<file path="src/rtl/core_pkg.sv">
// Shared RV32I core types: datapath width, reset PC, NOP encoding and the fetch packet.
package core_pkg;

  localparam int XLEN = 32;
  localparam logic [XLEN-1:0] RESET_PC_DEF = 32'h0000_0000;
  localparam logic [XLEN-1:0] NOP_INSTR    = 32'h0000_0013;

  typedef struct packed {
    logic [XLEN-1:0] instr;
    logic [XLEN-1:0] pc;
  } fetch_pkt_t;

  function automatic logic [XLEN-1:0] pc_align(input logic [XLEN-1:0] pc);
    return {pc[XLEN-1:2], 2'b00};
  endfunction

endpackage

</file>
<file path="src/rtl/fetch_skid_buf.sv">
// Output register plus one-entry skid for fetch packets; 1-cycle latency in to out.
// A held output diverts the arriving packet into the skid; flush empties both.
module fetch_skid_buf
  import core_pkg::*;
(
  input  logic       clk,
  input  logic       rst,
  input  logic       i_flush,
  input  logic       i_in_vld,
  input  fetch_pkt_t i_in_dat,
  input  logic       i_out_rdy,
  output logic       o_out_vld,
  output fetch_pkt_t o_out_dat,
  output logic       o_skid_vld
);

  fetch_pkt_t r_out;
  fetch_pkt_t r_skid;
  logic       r_out_vld;
  logic       r_skid_vld;
  logic       w_load;

  assign w_load = !r_out_vld || i_out_rdy;

  always_ff @(posedge clk) begin
    if (rst) begin
      r_out_vld  <= 1'b0;
      r_skid_vld <= 1'b0;
      r_out      <= '0;
      r_skid     <= '0;
    end else if (i_flush) begin
      r_out_vld  <= 1'b0;
      r_skid_vld <= 1'b0;
    end else if (w_load) begin
      // The skid is older than anything arriving, so it drains first.
      if (r_skid_vld) begin
        r_out      <= r_skid;
        r_out_vld  <= 1'b1;
        r_skid_vld <= 1'b0;
      end else if (i_in_vld) begin
        r_out     <= i_in_dat;
        r_out_vld <= 1'b1;
      end else begin
        r_out_vld <= 1'b0;
      end
    end else if (i_in_vld) begin
      r_skid     <= i_in_dat;
      r_skid_vld <= 1'b1;
    end
  end

  assign o_out_vld  = r_out_vld;
  assign o_out_dat  = r_out;
  assign o_skid_vld = r_skid_vld;

endmodule

</file>
<file path="src/rtl/fetch_stage.sv">
// RV32I fetch: PC owner driving a sync-read imem; address to out_valid is 2 cycles.
// Issue stalls while the skid is occupied or a held output would overflow it.
module fetch_stage
  import core_pkg::*;
#(
  parameter int              XLEN     = core_pkg::XLEN,
  parameter int              ADDR_W   = 10,
  parameter logic [XLEN-1:0] RESET_PC = RESET_PC_DEF
) (
  input  logic              clk,
  input  logic              rst,
  output logic [ADDR_W-1:0] imem_addr,
  input  logic [XLEN-1:0]   imem_instr,
  input  logic              redirect_valid,
  input  logic [XLEN-1:0]   redirect_pc,
  output logic              out_valid,
  input  logic              out_ready,
  output logic [XLEN-1:0]   out_instr,
  output logic [XLEN-1:0]   out_pc
);

  logic [XLEN-1:0] r_fetch_pc;
  logic [XLEN-1:0] r_resp_pc;
  logic            r_resp_v;

  logic            w_issue;
  logic            w_skid_v;
  logic            w_out_vld;
  fetch_pkt_t      w_resp_pkt;
  fetch_pkt_t      w_out_pkt;

  assign w_issue = !rst && !redirect_valid && !w_skid_v &&
                   !(w_out_vld && !out_ready && r_resp_v);

  always_ff @(posedge clk) begin
    if (rst) begin
      r_fetch_pc <= RESET_PC;
      r_resp_v   <= 1'b0;
      r_resp_pc  <= '0;
    end else if (redirect_valid) begin
      r_fetch_pc <= pc_align(redirect_pc);
      r_resp_v   <= 1'b0;
    end else if (w_issue) begin
      r_resp_v   <= 1'b1;
      r_resp_pc  <= r_fetch_pc;
      r_fetch_pc <= r_fetch_pc + 32'd4;
    end else begin
      r_resp_v <= 1'b0;
    end
  end

  // Present the reset vector immediately so memory sees it while rst is held.
  assign imem_addr = rst ? RESET_PC[ADDR_W+1:2] : r_fetch_pc[ADDR_W+1:2];

  assign w_resp_pkt.instr = imem_instr;
  assign w_resp_pkt.pc    = r_resp_pc;

  fetch_skid_buf u_skid (
    .clk        (clk),
    .rst        (rst),
    .i_flush    (redirect_valid),
    .i_in_vld   (r_resp_v),
    .i_in_dat   (w_resp_pkt),
    .i_out_rdy  (out_ready),
    .o_out_vld  (w_out_vld),
    .o_out_dat  (w_out_pkt),
    .o_skid_vld (w_skid_v)
  );

  assign out_valid = w_out_vld;
  assign out_instr = w_out_pkt.instr;
  assign out_pc    = w_out_pkt.pc;

endmodule

</file>
<file path="config.mk">
export PLATFORM = sky130hd
export DESIGN_NAME = fetch_stage
export DESIGN_NICKNAME = d
export VERILOG_FILES = /design/src/rtl/core_pkg.sv /design/src/rtl/fetch_skid_buf.sv /design/src/rtl/fetch_stage.sv
export SDC_FILE = /design/constraint.sdc
export NUM_CORES = 1
export LEC_CHECK = 0
export ABC_AREA = 1
export CAP_MARGIN = 20
export CORE_MARGIN = 1
export CORE_UTILIZATION = 52
export CTS_CLUSTER_DIAMETER = 40
export DETAILED_ROUTE_END_ITERATION = 12
export PLACE_DENSITY = 0.87
export SETUP_SLACK_MARGIN = 0.02
export SLEW_MARGIN = 20
export SYNTH_ARGS = -nofsm -noshare
export SYNTH_HDL_FRONTEND = slang
export SYNTH_SLANG_ARGS = --single-unit
</file>
<file path="constraint.sdc">
create_clock -name clk -period 3.2 [get_ports clk]
set_input_delay 0.8 -clock clk [delete_from_list [all_inputs] [get_ports clk]]
set_output_delay 0.8 -clock clk [all_outputs]
set_load 0.01 [all_outputs]
</file>
==> results.json <==
{
  "fin_hold_ws_ps": 460,
  "dp_cells": 1464,
  "fin_worst_skew_ps": 7.97,
  "hold_end": "u_skid.o_out_dat[14]",
  "postSynth.asyncResetShare": 0,
  "maxCapViolations": 0,
  "cts_setup_buffers": 0,
  "fmax_mhz": 393,
  "synthTopCellsByArea": "dfxtp_1 (45%), nand2_1 (11%), o21ai_0 (10%)",
  "hp-class": "flip-flop to flip-flop",
  "drive_gt1_frac": 0.0451,
  "p_leak_nw": 3.86,
  "areaGrowthSynthToFinish_pct": 25.2,
  "final_cell_area_um2": 10300,
  "grt_usage": 0.267,
  "synth_seq_area_share": 0.454,
  "first_global_vias": 7163,
  "startpoint_type": "input port",
  "dieArea_um2": 16400,
  "cts_buffer_depth": 2,
  "min_from": "u_skid.o_out_dat[14]",
  "cp.required_ps": 2400,
  "hold_buffers": 0,
  "clock_sinks": 187,
  "setup_tns_ps": 0,
  "cts-root-buf": "clkbuf_16",
  "hold_violations": 0,
  "firstDrtPassIters": 5,
  "pre_cts_slack_ps": 333,
  "reg2reg_slack_ps": 1260,
  "syn_inst": 1187,
  "cp-end-kind": "output port",
  "grt_max_degree": 125,
  "netlist_area_um2": 8250,
  "relSlewSlack": 0.417,
  "setup_violations": 0,
  "initial_core_util": 0.539,
  "ir_worst_vdd_mv": 0.436,
  "cts_max_level": 4,
  "path_clk_slew_ps": 70,
  "viasPerCell": 5.44,
  "clk_latency_ps": 430,
  "clkPwrFrac": 0.432,
  "nets": 1341,
  "regToRegEndpoint": "r_fetch_pc[16]",
  "critPathKind": "input port to output port",
  "whs_path_depth": 2,
  "synth_most_common_cell": "nand2_1",
  "ys_ff_latch": 187,
  "ys_warn_count": 0,
  "synthFlopType": "dfxtp_1",
  "overflow": 0,
  "combPwrFrac": 0.091,
  "cts_tree": "yes",
  "p_sw_mw": 1.21,
  "antenna_found_initial": 0,
  "worstMarginPinSlew_ps": 875,
  "status": "completed",
  "netlist-cell-type-count": 30,
  "p_int_mw": 3.94,
  "r2r_cells": 8,
  "synth_common_cells": "nand2_1 (244), dfxtp_1 (187), o21ai_0 (166)",
  "drc_errors": 0,
  "wl_per_cell_um": 14.4,
  "antenna_cells": 0,
  "layout_min_cycle_time_ps": 2550,
  "dpl_cell_area_um2": 9690,
  "netlist.area_leader.share": 0.454,
  "ios": 143,
  "wl_um": 21500,
  "cts.repair.resized": 0,
  "core-area_um2": 15300,
  "critPathMaxFanout": 29,
  "rsz0062_at_grt": "no",
  "drtAntennaViolNets": 0,
  "rows": 45,
  "vias": 8131,
  "crit_arrival_ps": 1750,
  "die_w_um": 128,
  "fin_cells": 1496,
  "hpwl_um": 13400,
  "rr_startpoint": "u_skid.o_skid_vld",
  "power_frac_seq": 0.477,
  "dr.first_iter.drc_count": 972,
  "synth_area_leader_cell": "dfxtp_1",
  "cts_made_buffers": 17,
  "io_buffers": 138,
  "grt_pass1_wl_um": 35100,
  "fp.dieH_um": 128,
  "place_congestion": 0.926,
  "synth_edf_count": 0,
  "drv_slew": 0,
  "cellPowerDensity_nw_per_um2": 499,
  "swShare": 0.235,
  "layout_setup_ws_ps": 653,
  "avgSynthCellArea_um2": 6.95,
  "finalCritPeriodShare": 0.796
}
## cell usage in the layout (no fill, tap or decap), types with 6 or more instances in the layout
| master | count |
|---|---|
| dfxtp_1 | 186 |
| nand2_1 | 242 |
| clkdlybuf4s50_1 | 137 |
| o21ai_0 | 166 |
| inv_1 | 122 |
| nor2_1 | 72 |
| clkbuf_16 | 17 |
| a211oi_1 | 11 |
| buf_12 | 6 |
| a21oi_1 | 160 |
| nand4_1 | 6 |
| nand3_1 | 98 |
## power groups by stage
stage          sequential (mW)  clock [mW]  combinational, mW
6_report                  2.46        2.23              0.471
5_1_grt                   2.46        2.33              0.523
4_1_cts                   2.45        2.24              0.469
3_5_place_dp              2.50           0              0.464
3_3_place_gp              2.50           0              0.455
2_1_floorplan             2.50           0              0.256
## layer usage
| layer | track usage | share of wire |
|---|---|---|
| met5 | 0 | 0 |
| met1 | 0.381 | 0.45 |
| met4 | 0.0817 | 0.015 |
| met2 | 0.417 | 0.46 |
| met3 | 0.0405 | 0.071 |
## state kept, by name, summed over array words and instances, names as in the netlist
register / count
r_fetch_pc: 30
r_resp_pc: 30
r_resp_v: 1
u_skid.o_out_dat: 62
u_skid.o_out_vld: 1
u_skid.o_skid_vld: 1
u_skid.r_skid: 62
## cells by family (layout without fill, tap and decap cells)
group	after synthesis	count (layout)	synth area share
XOR/XNOR	4	4	0.00425
AND/OR/NAND/NOR	435	435	0.220
other	1	2	0.000455
adder cells (fa/ha/maj)	1	1	0.00152
AO/OA/AOI/OAI	350	350	0.218
buffers and inverters	209	306	0.102
flip-flops	187	187	0.454
## final cells by class
cell class              count  area [um^2]
clock buffers              22          494
clock inverters            10          135
fillers                  1316         4990
inverters                 126          473
multi-input cells         792         3680
flip-flops and latches    187         3750
well taps                 211          264
repair buffers            148         1530
## through the flow
step / power (mW) / util
after floorplan: 2.75 / -
after global placement: 2.96 / 0.633
after detailed placement: 2.97 / 0.633
after CTS: 5.16 / 0.674
after global routing: 5.32 / 0.674
final: 5.15 / 0.674
## how the worst max path moves through the flow
stage,from,endpoint,slack (ps)
2_1_floorplan,rst,imem_addr[0],740
3_3_place_gp,redirect_valid,r_fetch_pc[16],350
4_1_cts,rst,imem_addr[2],650
6_report,rst,imem_addr[2],650
5_1_grt,redirect_valid,r_fetch_pc[16],530
3_5_place_dp,redirect_valid,r_fetch_pc[16],330
## worst max-delay path, cell delays in order
cell and delay, ps:
buf_4 210, nor2_1 180, clkdlybuf4s50_1 550
No activity file was read; power rests on OpenSTA's default activity.
